## src/rtl/pc_link_pkg.sv

```systemverilog
// pc_link_pkg: shared constants, TX state encoding and CRC-8 step for the PC link
package pc_link_pkg;
  localparam logic [7:0] CRC8_POLY = 8'h07;
  localparam logic [7:0] CRC8_INIT = 8'h00;
  localparam int ACK_TIMEOUT = 8;
  typedef enum logic [1:0] {IDLE, ACK, DONE} tx_state_t;
  function automatic logic [7:0] crc8_next(input logic [7:0] c, input logic [7:0] d);
    logic [7:0] r;
    r = c ^ d;
    for (int i = 0; i < 8; i++) r = r[7] ? ({r[6:0], 1'b0} ^ CRC8_POLY) : {r[6:0], 1'b0};
    return r;
  endfunction
endpackage

```

## src/rtl/byte_fifo.sv

```systemverilog
// byte_fifo: 2**ADDR_W deep byte FIFO with registered count/full/empty
module byte_fifo #(
  parameter int ADDR_W = 4
) (
  input  logic            clk,
  input  logic            nrst,
  input  logic            push,
  input  logic [7:0]      wdata,
  input  logic            pop,
  output logic [7:0]      rdata,
  output logic [ADDR_W:0] count,
  output logic            full,
  output logic            empty
);
  localparam int DEPTH = 2**ADDR_W;
  logic [7:0] mem [DEPTH];
  logic [ADDR_W-1:0] wptr, rptr;
  logic do_push, do_pop;
  logic [ADDR_W:0] count_n;
  assign do_push = push & ~full;
  assign do_pop = pop & ~empty;
  assign count_n = count + (ADDR_W+1)'(do_push) - (ADDR_W+1)'(do_pop);
  assign rdata = mem[rptr];
  // pointers wrap naturally; flags derive from next occupancy so they stay registered
  always_ff @(posedge clk or negedge nrst)
    if (!nrst) begin
      wptr <= '0;
      rptr <= '0;
      count <= '0;
      full <= 1'b0;
      empty <= 1'b1;
    end else begin
      wptr <= wptr + ADDR_W'(do_push);
      rptr <= rptr + ADDR_W'(do_pop);
      count <= count_n;
      full <= count_n == (ADDR_W+1)'(DEPTH);
      empty <= count_n == '0;
    end
  // storage needs no reset; only entries below count are ever read out
  always_ff @(posedge clk)
    if (do_push) mem[wptr] <= wdata;
endmodule

```

## src/rtl/crc.sv

```systemverilog
// crc: running CRC-8 register, MSB-first, with synchronous clear
module crc
  import pc_link_pkg::*;
(
  input  logic       clk,
  input  logic       nrst,
  input  logic       clr,
  input  logic       en,
  input  logic [7:0] din,
  output logic [7:0] crc_out
);
  // clear wins so a frame boundary always restarts from the init value
  always_ff @(posedge clk or negedge nrst)
    if (!nrst) crc_out <= CRC8_INIT;
    else if (clr) crc_out <= CRC8_INIT;
    else if (en) crc_out <= crc8_next(crc_out, din);
endmodule

```

## src/rtl/pc_frame_buffer.sv

```systemverilog
// pc_frame_buffer: buffers PC bytes, closes frames on RX silence with a CRC byte, drains to interfpga_send
module pc_frame_buffer
  import pc_link_pkg::*;
#(
  parameter int ADDR_W = 4,
  parameter int IDLE_TICKS = 50000,
  parameter int APPEND_CRC = 1
) (
  input  logic            clk,
  input  logic            nrst,
  input  logic [7:0]      i_8_data,
  input  logic            i_valid,
  output logic [7:0]      o_8_data,
  output logic            o_send,
  input  logic            i_busy,
  output logic [7:0]      o_8_crc8,
  output logic [ADDR_W:0] o_count,
  output logic            o_full,
  output logic            o_empty,
  output logic            o_overflow,
  output logic            o_frame_done
);
  localparam int IW = $clog2(IDLE_TICKS + 1);
  localparam int TW = $clog2(ACK_TIMEOUT);
  logic [IW-1:0] idle_cnt;
  logic frame_open, frame_end, crc_push, push_req, push, byte_ok, pop;
  logic [7:0] wdata, rdata;
  logic [TW-1:0] tmo;
  tx_state_t state, state_n;
  assign frame_end = frame_open & ~i_valid & (idle_cnt == IW'(IDLE_TICKS - 1));
  assign crc_push = frame_end & (APPEND_CRC != 0);
  assign push_req = i_valid | crc_push;
  assign push = push_req & ~o_full;
  assign byte_ok = i_valid & ~o_full;
  assign wdata = i_valid ? i_8_data : o_8_crc8;
  byte_fifo #(.ADDR_W(ADDR_W)) u_fifo (
    .clk(clk), .nrst(nrst), .push(push), .wdata(wdata), .pop(pop),
    .rdata(rdata), .count(o_count), .full(o_full), .empty(o_empty)
  );
  crc u_crc (
    .clk(clk), .nrst(nrst), .clr(frame_end), .en(byte_ok), .din(i_8_data), .crc_out(o_8_crc8)
  );
  // frame tracking: any byte (even dropped) restarts the silence timer
  always_ff @(posedge clk or negedge nrst)
    if (!nrst) begin
      frame_open <= 1'b0;
      idle_cnt <= '0;
      o_overflow <= 1'b0;
      o_frame_done <= 1'b0;
    end else begin
      frame_open <= byte_ok ? 1'b1 : frame_end ? 1'b0 : frame_open;
      idle_cnt <= (i_valid | frame_end | ~frame_open) ? '0 : idle_cnt + IW'(1);
      o_overflow <= o_overflow | (push_req & o_full);
      o_frame_done <= frame_end;
    end
  // TX state register, send strobe and held output byte
  always_ff @(posedge clk or negedge nrst)
    if (!nrst) begin
      state <= IDLE;
      o_send <= 1'b0;
      o_8_data <= '0;
      tmo <= '0;
    end else begin
      state <= state_n;
      o_send <= pop;
      o_8_data <= pop ? rdata : o_8_data;
      tmo <= (state == ACK) ? tmo + TW'(1) : '0;
    end
  // TX next state: a missing busy acknowledge times out and counts the byte as sent
  always_comb begin
    pop = (state == IDLE) & ~o_empty & ~i_busy;
    state_n = state;
    case (state)
      IDLE: state_n = pop ? ACK : IDLE;
      ACK: state_n = i_busy ? DONE : (tmo == TW'(ACK_TIMEOUT - 1)) ? IDLE : ACK;
      DONE: state_n = i_busy ? DONE : IDLE;
      default: state_n = IDLE;
    endcase
  end
endmodule

```

## config.mk

```make
export PLATFORM = sky130hd
export DESIGN_NAME = pc_frame_buffer
export DESIGN_NICKNAME = d
export VERILOG_FILES = /design/src/rtl/pc_link_pkg.sv /design/src/rtl/byte_fifo.sv /design/src/rtl/crc.sv /design/src/rtl/pc_frame_buffer.sv
export SDC_FILE = /design/constraint.sdc
export NUM_CORES = 1
export LEC_CHECK = 0
export ABC_AREA = 1
export CORE_MARGIN = 2
export CORE_UTILIZATION = 40
export CTS_CLUSTER_DIAMETER = 60
export CTS_CLUSTER_SIZE = 10
export DETAILED_ROUTE_END_ITERATION = 7
export GPL_TIMING_DRIVEN = 1
export PLACE_DENSITY = 0.64
export RECOVER_POWER = 50
export SYNTH_ARGS = -nofsm -noshare
export SYNTH_HDL_FRONTEND = slang
export SYNTH_HIERARCHICAL = 1
export SYNTH_SLANG_ARGS = --single-unit
```

## constraint.sdc

```tcl
create_clock -name clk -period 2.91 [get_ports clk]
set_input_delay 0.582 -clock clk [delete_from_list [all_inputs] [get_ports clk]]
set_output_delay 0.582 -clock clk [all_outputs]
set_load 0.05 [all_outputs]
```

==> results.rst, run 1 <==
.. list-table::
   :header-rows: 1

   * - Metric
     - Value
   * - Syn Area/Cell
     - 9.41 sq um
   * - Total of warnings raised by yosys
     - 6
   * - Congestion Overflow GR
     - 0
   * - Run status
     - finished, violations left
   * - Synthesized Nets
     - 923
   * - Synthesized netlist cell count
     - 900
   * - Share of the cycle needed by the critical path after routing
     - 93.0%
   * - Average vias per placed instance
     - 4.73
   * - Sum of negative setup slack
     - 0 ns
   * - Final nets
     - 999
   * - Layout cell share with drive strength beyond 1
     - 11.1%
   * - Via count
     - 5,978
   * - Via count of the first global-routing pass
     - 5,720
   * - Most frequent cell on the critical path
     - sky130_fd_sc_hd__nor2_1
   * - Standard cell with the maximum stage delay on the critical path
     - sky130_fd_sc_hd__fa_1
   * - Post-synthesis cell area
     - 8470 sq um
   * - Die Outline Area
     - 22,400 sq um
   * - Worst min-delay path class
     - flop to flop
   * - Slowest Stage Delay on Critical Path
     - 0.47 ns
   * - Routed length per placed instance
     - 14.3 microns
   * - Slack of the critical path
     - 0.203 ns
   * - Element type at the critical path end
     - flop
   * - Io pins
     - 38
   * - Layout overhead on the synthesized area
     - 17.2%
   * - Global router's overall resource usage
     - 17.2%
   * - Clock root buffer
     - sky130_fd_sc_hd__clkbuf_16
   * - Transition time of the tightest slew-check pin
     - 1.81 ns
   * - Count of flip-flops with a built-in enable after synthesis
     - 128
   * - Depth of the critical timing path with buffers and inverters included
     - 15
   * - Core area
     - 20,900 sq um
   * - Highest net fanout along the worst path
     - 5
   * - Biggest area consumer among synthesized cells
     - sky130_fd_sc_hd__edfxtp_1
   * - Post-synthesis xor/xnor area fraction
     - 3.04%
   * - Setup CP Type
     - flop to flop
   * - Count of placed standard cells in the final layout, fillers left out
     - 1,264
   * - Dpl cell area
     - 9300 sq um
   * - Arrival time of the worst setup path
     - 3.08 ns
   * - Number of port buffers
     - 37
   * - TritonCTS clock tree
     - done
   * - Clock H-tree levels
     - 4
   * - Final Cell Area
     - 9930 sq um
   * - Share of the yosys chip area belonging to registers
     - 61.9%
   * - Final hold violation count
     - 0
   * - Maximum buffer depth of the clock tree
     - 2
   * - Initial core utilization
     - 40.6%
   * - Synth Register Bits
     - 184
   * - Critical Path RT
     - 3.28 ns
   * - Mux cell area share after synthesis
     - 0%
   * - Power density cells
     - 991 nW/um^2
   * - First-pass GRT wire length
     - 29,300 microns
   * - Post-synthesis compound-gate area fraction
     - 0.886%
   * - Antenna Diode Count
     - 0
   * - Number of buffers inserted during clock tree synthesis
     - 17
   * - Highest Clock Rate
     - 0.369 GHz
   * - Last weighted congestion value of the routability-driven placer
     - 0.838
   * - Share of Yosys cell area claimed by the top area cell type
     - 45.4%
   * - Worst IR Drop VDD
     - 0.641 mV
   * - Aggregate routed wire length
     - 18,100 microns
   * - Number of buffer and inverter instances along the worst setup path
     - 1
   * - R2r worst-path depth
     - 15
   * - Clk Latency, worst-skew pair
     - 0.43 ns
   * - Utilization after layout
     - 47.5%
   * - Cts-stage hold buffer count
     - 0
   * - CTS sink cnt
     - 184
   * - Violations in the final reports
     - max-capacitance violations, max-slew violations
   * - Synth top area cells
     - sky130_fd_sc_hd__edfxtp_1, sky130_fd_sc_hd__dfrtp_1, sky130_fd_sc_hd__nand2_1
   * - Post-placement cell count
     - 1,223
   * - Number of distinct library cell variants in the gate-level netlist after synthesis
     - 37
   * - Most used cells in the layout excluding fill and tap cells
     - sky130_fd_sc_hd__nand2_1, sky130_fd_sc_hd__edfxtp_1, sky130_fd_sc_hd__nor2_1
   * - Initial antenna violation count
     - 0
   * - Number of endpoints failing setup at the final stage
     - 0
   * - Die extent in x
     - 150 microns
   * - Post-detailed-route DRC marker count
     - 0
   * - Combinational family with the most area after synthesis
     - simple AND/OR/NAND/NOR gates
   * - Antenna violation net count after detailed routing
     - 0
   * - Area share of and/or/nand/nor cells after synthesis
     - 26.6%
   * - Pins over their slew limit
     - 32
   * - Chain of cells forming the critical path
     - nor2_4 -> nand3_2 -> nor2_1 -> nand2_1 -> a21oi_2 -> inv_1 -> nor2_2 -> or2_4 -> nand2_1 -> ha_2 -> fa_1 -> or2_4 -> nor2_1 -> nand3_1 -> nor2_1
   * - Pre-Repair DR Iteration Count
     - 6
   * - Clock transition at the registers of the reported paths
     - 0.07 ns
   * - Estimated wirelength of the detail-placed design
     - 12,000 microns
   * - Chip Height
     - 150 microns
   * - Number of design-rule violations left by the first detailed-router iteration
     - 393
   * - Min cycle time layout
     - 2.71 ns
   * - Static power due to leakage
     - 4.36 nW
   * - Max_cap viols
     - 1
   * - Pre-CTS WS
     - -0.326 ns
   * - Fraction of synthesis flops using an asynchronous set or reset pin
     - 30.4%
   * - Number of placement rows
     - 53
   * - Rel. slew slack
     - -20.9%
   * - Worst-case clock skew
     - 0.0114 ns
   * - Most instantiated flip-flop cell in the synthesis netlist
     - sky130_fd_sc_hd__edfxtp_1
   * - Largest net degree at the start of global routing
     - 41
   * - Family with the most delay on the worst path
     - simple AND/OR/NAND/NOR gates
   * - Adder-cell share of the synthesized area
     - 1.71%
   * - Most frequent standard cell in the layout excluding fill and tap cells
     - sky130_fd_sc_hd__nand2_1
   * - Number of cells on the worst hold path
     - 1
   * - Crit path launch type
     - flop
sequential cells by signal, indices dropped and copies added (netlist names), 2 cells and up:
register       count
idle_cnt          16
o_8_data           8
state              2
tmo                3
u_crc/crc_out      8
u_fifo/count       5
u_fifo/mem       128
u_fifo/rptr        4
u_fifo/wptr        4
worst register-to-register path: stages (launching register included):
cell	delay [ns]
sky130_fd_sc_hd__dfrtp_2	0.45
sky130_fd_sc_hd__nor2_4	0.13
sky130_fd_sc_hd__nand3_2	0.10
sky130_fd_sc_hd__nor2_1	0.11
sky130_fd_sc_hd__nand2_1	0.09
sky130_fd_sc_hd__a21oi_2	0.13
sky130_fd_sc_hd__inv_1	0.06
sky130_fd_sc_hd__nor2_2	0.15
sky130_fd_sc_hd__or2_4	0.15
sky130_fd_sc_hd__nand2_1	0.05
sky130_fd_sc_hd__ha_2	0.18
sky130_fd_sc_hd__fa_1	0.47
sky130_fd_sc_hd__or2_4	0.25
sky130_fd_sc_hd__nor2_1	0.09
sky130_fd_sc_hd__nand3_1	0.10
sky130_fd_sc_hd__nor2_1	0.12
cell type report:
class                      count  area (sq um)
clock inverter                11          90.1
timing repair buffer          81           691
sequential                   184          5250
tap                          275           344
fill                        1978         11000
inverter                      89           334
multi-input combinational    603          2770
clock buffer                  21           454
stage by stage:
step | hold slack (ns) | total power (W)
final | 0.434 | 0.00985
after global routing | 0.461 | 0.0105
after CTS | 0.237 | 0.00990
after detailed placement | 0.434 | 0.00776
after global placement | 0.420 | 0.00769
after floorplan | 0.286 | 0.00651
cells by family (layout without fill, tap and decap cells):
group                      count (synthesis)  after routing
xor gates and xnor gates                  26             26
adders and majority gates                 11             11
DFF                                      184            184
buffers and inverters                    113            202
and+or+nand+nor                          553            553
AOI/OAI and AO/OA                         13             13
path summary, 6_finish.rpt:
kind,slack [ns],from,end
setup / recovery,0.20,idle_cnt[13],u_fifo/empty
setup reg to reg,0.20,idle_cnt[13],u_fifo/empty
hold / removal,0.43,tmo[0],tmo[0]
max in group asynchronous,0.76,nrst,u_crc/crc_out[1]
min in group asynchronous,0.63,nrst,o_8_data[4]
hold reg to reg,0.43,tmo[0],tmo[0]
per-layer routing:
metal | GRT usage [%] | part of all wire, %
met4 | 5.57 | 1.8
met1 | 23.1 | 45
met3 | 3.69 | 5.1
met2 | 27.8 | 48
met5 | 0 | 0
synthesized netlist by cell type (2+ instances only):
library cell and instances:
sky130_fd_sc_hd__clkinv_1 2, sky130_fd_sc_hd__nor2_1 107, sky130_fd_sc_hd__o21ai_0 3, sky130_fd_sc_hd__xnor2_1 7, sky130_fd_sc_hd__a21oi_1 5, sky130_fd_sc_hd__nand2_1 346, sky130_fd_sc_hd__buf_6 3, sky130_fd_sc_hd__inv_2 7
sky130_fd_sc_hd__ha_1 10, sky130_fd_sc_hd__nor2_2 5, sky130_fd_sc_hd__nand2_2 6, sky130_fd_sc_hd__nand3b_1 3, sky130_fd_sc_hd__xor2_1 15, sky130_fd_sc_hd__buf_4 5, sky130_fd_sc_hd__nand4_1 4, sky130_fd_sc_hd__or2_2 2
sky130_fd_sc_hd__nand3_1 76, sky130_fd_sc_hd__inv_1 80, sky130_fd_sc_hd__dfrtp_1 55, sky130_fd_sc_hd__nor2_4 2, sky130_fd_sc_hd__edfxtp_1 128, sky130_fd_sc_hd__xor2_2 3, sky130_fd_sc_hd__buf_2 12
repair_timing:
item	in CTS	in global routing
endpoints found under the setup margin	0	2
gates resized for setup	0	16
setup buffers	0	9
report_power, final:
group	internal, W	switching (W)	total [W]
Combinational	0.00126	0.00271	0.00397
Clock	0.00114	0.000999	0.00214
Sequential	0.00338	0.000361	0.00374
Total	0.00578	0.00407	0.00985
No activity file was read; power rests on OpenSTA's default activity.
==> run 2, diff against run 1 <==
Settings changed: PLACE_DENSITY 0.64 to 0.62.
Clock period 2.91 ns to 3.4 ns, I/O delays scaled along.
==> results.rst, run 2 (synthesized netlist as in run 1, its figures left out) <==
.. list-table::
   :header-rows: 1

   * - Metric
     - Value
   * - Run status
     - finished, violations left
   * - Violations in the final reports
     - max-capacitance violations, max-slew violations
   * - Number of buffers inserted during clock tree synthesis
     - 17 (unchanged)
   * - Crit path launch type
     - input pin
   * - Chain of cells forming the critical path
     - clkdlybuf4s50_1 -> clkinv_1 -> clkbuf_1 -> a21oi_1 -> inv_1 -> nor2_1 -> or2_2 -> nand2_1 -> ha_1 -> fa_1 -> or2_2 -> nor2_1 -> nand3_1 -> nor2_1
   * - Critical path startpoint
     - i_valid
   * - Max_cap viols
     - 1 (unchanged)
   * - Depth of the critical timing path with buffers and inverters included
     - 14 (-1)
   * - Static power due to leakage
     - 4.26 nW (-2.1%)
   * - Element type at the critical path end
     - flop
   * - Aggregate routed wire length
     - 18,100 microns (-0.17%)
   * - Clock root buffer
     - sky130_fd_sc_hd__clkbuf_16
   * - Most Crowded Layer GR
     - met2
   * - Initial antenna violation count
     - 0 (unchanged)
   * - RR Endpoint
     - u_fifo/empty
   * - Highest Clock Rate
     - 0.330 GHz
   * - Chip Height
     - 150 microns (unchanged)
   * - Most frequent cell on the critical path
     - sky130_fd_sc_hd__nor2_1
   * - Min cycle time layout
     - 3.03 ns
   * - Pre-Repair DR Iteration Count
     - 5 (-1)
   * - Most used cells in the layout excluding fill and tap cells
     - sky130_fd_sc_hd__nand2_1, sky130_fd_sc_hd__edfxtp_1, sky130_fd_sc_hd__nor2_1
   * - Most frequent standard cell in the layout excluding fill and tap cells
     - sky130_fd_sc_hd__nand2_1
   * - Layout overhead on the synthesized area
     - 15.2%
   * - Pins over their slew limit
     - 33 (+3.1%)
   * - Layout cell share with drive strength beyond 1
     - 8.23% (-2.9 points)
   * - Global router's overall resource usage
     - 17.1% (-0.083 points)
   * - Buffers inserted during post-CTS setup optimization
     - 0 (unchanged)
   * - Maximum buffer depth of the clock tree
     - 2 (unchanged)
   * - Beginning of the worst register-to-register path
     - idle_cnt[0]
   * - Family with the most delay on the worst path
     - simple AND/OR/NAND/NOR gates
   * - Highest net fanout along the worst path
     - 13 (+8)
   * - Number of endpoints failing setup at the final stage
     - 0 (unchanged)
   * - Estimated wirelength of the detail-placed design
     - 12,000 microns (about the same)
   * - Number of placement rows
     - 53 (unchanged)
   * - Number of gates resized after cts
     - 0 (unchanged)
   * - Die extent in x
     - 150 microns (unchanged)
   * - Last weighted congestion value of the routability-driven placer
     - 0.834 (-0.52%)
   * - Global routing met2 resource utilization
     - 27.9% (+0.092 points)
   * - Antenna Diode Count
     - 0 (unchanged)
   * - CP endpoint
     - u_fifo/empty
   * - Number of design-rule violations left by the first detailed-router iteration
     - 377 (-4.1%)
   * - Die Outline Area
     - 22,400 sq um (unchanged)
   * - Reg-to-reg setup timing slack
     - 0.48 ns (+0.28 ns)
   * - Largest net degree at the start of global routing
     - 82 (+100%)
   * - Clk Latency, worst-skew pair
     - 0.44 ns (about the same)
   * - Setup CP Type
     - input pin to flop
   * - Setup repair after global routing missed its margin
     - no
   * - Count of placed standard cells in the final layout, fillers left out
     - 1,247 (-1.3%)
   * - Arrival time of the worst setup path
     - 3.41 ns (+0.33 ns)
   * - Share of the cycle needed by the critical path after routing
     - 89.2%
   * - First-pass GRT wire length
     - 29,000 microns (-0.85%)
   * - Average vias per placed instance
     - 4.73 (about the same)
   * - Final hold violation count
     - 0 (unchanged)
   * - Number of cells on the worst hold path
     - 1 (unchanged)
   * - Critical Path RT
     - 3.78 ns (+0.50 ns)
   * - Clock transition at the registers of the reported paths
     - 0.07 ns (about the same)
   * - Via count
     - 5,901 (-1.3%)
   * - Post-placement cell count
     - 1,215 (-0.65%)
   * - Global routing met3 resource utilization
     - 3.17% (-0.52 points)
   * - Hold WS
     - 0.440 ns (+0.00550 ns)
   * - Worst IR Drop VDD
     - 0.550 mV (-14%)
   * - Clock H-tree levels
     - 4 (unchanged)
   * - Transition time of the tightest slew-check pin
     - 1.76 ns (-0.0546 ns)
   * - Power density cells
     - 861 nW/um^2 (-13%)
   * - Final nets
     - 982 (-1.7%)
   * - Rel. slew slack
     - -17.3% (+3.6 points)
   * - R2r worst-path depth
     - 15 (unchanged)
   * - CTS sink cnt
     - 184 (unchanged)
   * - Initial core utilization
     - 40.6% (unchanged)
   * - Number of port buffers
     - 37 (unchanged)
   * - Total power
     - 0.00840 W (-15%)
   * - Core area
     - 20,900 sq um (unchanged)
   * - Congestion Overflow GR
     - 0 (unchanged)
   * - Filler cells
     - 1,983 (+0.25%)
   * - Antenna violation net count after detailed routing
     - 0 (unchanged)
   * - Slack of the critical path
     - 0.368 ns (+0.164 ns)
   * - Cts-stage hold buffer count
     - 0 (unchanged)
   * - Sum of negative setup slack
     - 0 ns (unchanged)
   * - Flip-flop count of the largest register after layout
     - 128 (unchanged)
   * - Pre-CTS WS
     - -0.00848 ns (+0.318 ns)
   * - Post-detailed-route DRC marker count
     - 0 (unchanged)
   * - TritonCTS clock tree
     - done
   * - Top reg by flops
     - u_fifo/mem
   * - Routed length per placed instance
     - 14.5 microns (+1.2%)
   * - Standard cell with the maximum stage delay on the critical path
     - sky130_fd_sc_hd__clkdlybuf4s50_1
   * - Number of buffer and inverter instances along the worst setup path
     - 4 (+3)
   * - Worst-case clock skew
     - 0.0156 ns (+0.00420 ns)
   * - Slowest Stage Delay on Critical Path
     - 0.43 ns (-0.04 ns)
   * - Registers with the highest flip-flop counts
     - u_fifo/mem x128, idle_cnt x16
   * - Io pins
     - 38 (unchanged)
   * - Global routing usage on met1
     - 22.8% (-0.31 points)
   * - Worst min-delay path class
     - flop to flop
   * - Via count of the first global-routing pass
     - 5,574 (-2.6%)
run 2: worst min-delay path by stage:
stage | from | end | slack (ns)
6_report | tmo[0] | tmo[0] | 0.44
5_1_grt | tmo[0] | tmo[0] | 0.46
4_1_cts | nrst | tmo[1] | 0.30
3_5_place_dp | tmo[0] | tmo[0] | 0.43
3_3_place_gp | tmo[0] | tmo[0] | 0.42
2_1_floorplan | nrst | frame_open | 0.38
run 2: stage by stage:
step                      util [%]  instance area (sq um)
after CTS                     46.9                   9800
after global routing          46.7                   9760
final                         46.7                   9760
after floorplan                  -                   8470
after detailed placement      44.2                   9230
after global placement        44.2                   9230
run 2: area by class of cell:
cell class	instances	area, sq um	area share [%]
Clock inverter	15	144	1.47
Sequential cell	184	5250	53.8
Multi-Input combinational cell	603	2720	27.9
Inverter	89	334	3.42
Tap cell	275	344	3.53
Timing Repair Buffer	64	544	5.58
Clock buffer	17	425	4.36
run 2: power breakdown:
part / internal (W) / switching, W
sequential: 0.00289 / 0.000260
clock: 0.000964 / 0.000908
combinational: 0.00103 / 0.00235
total: 0.00488 / 0.00352
run 2: layer usage:
layer  routed length (microns)  part of all wire, %
met4                       334                  1.8
met1                      8340                   46
met2                      8680                   48
met5                         0                    0
met3                       730                  4.0
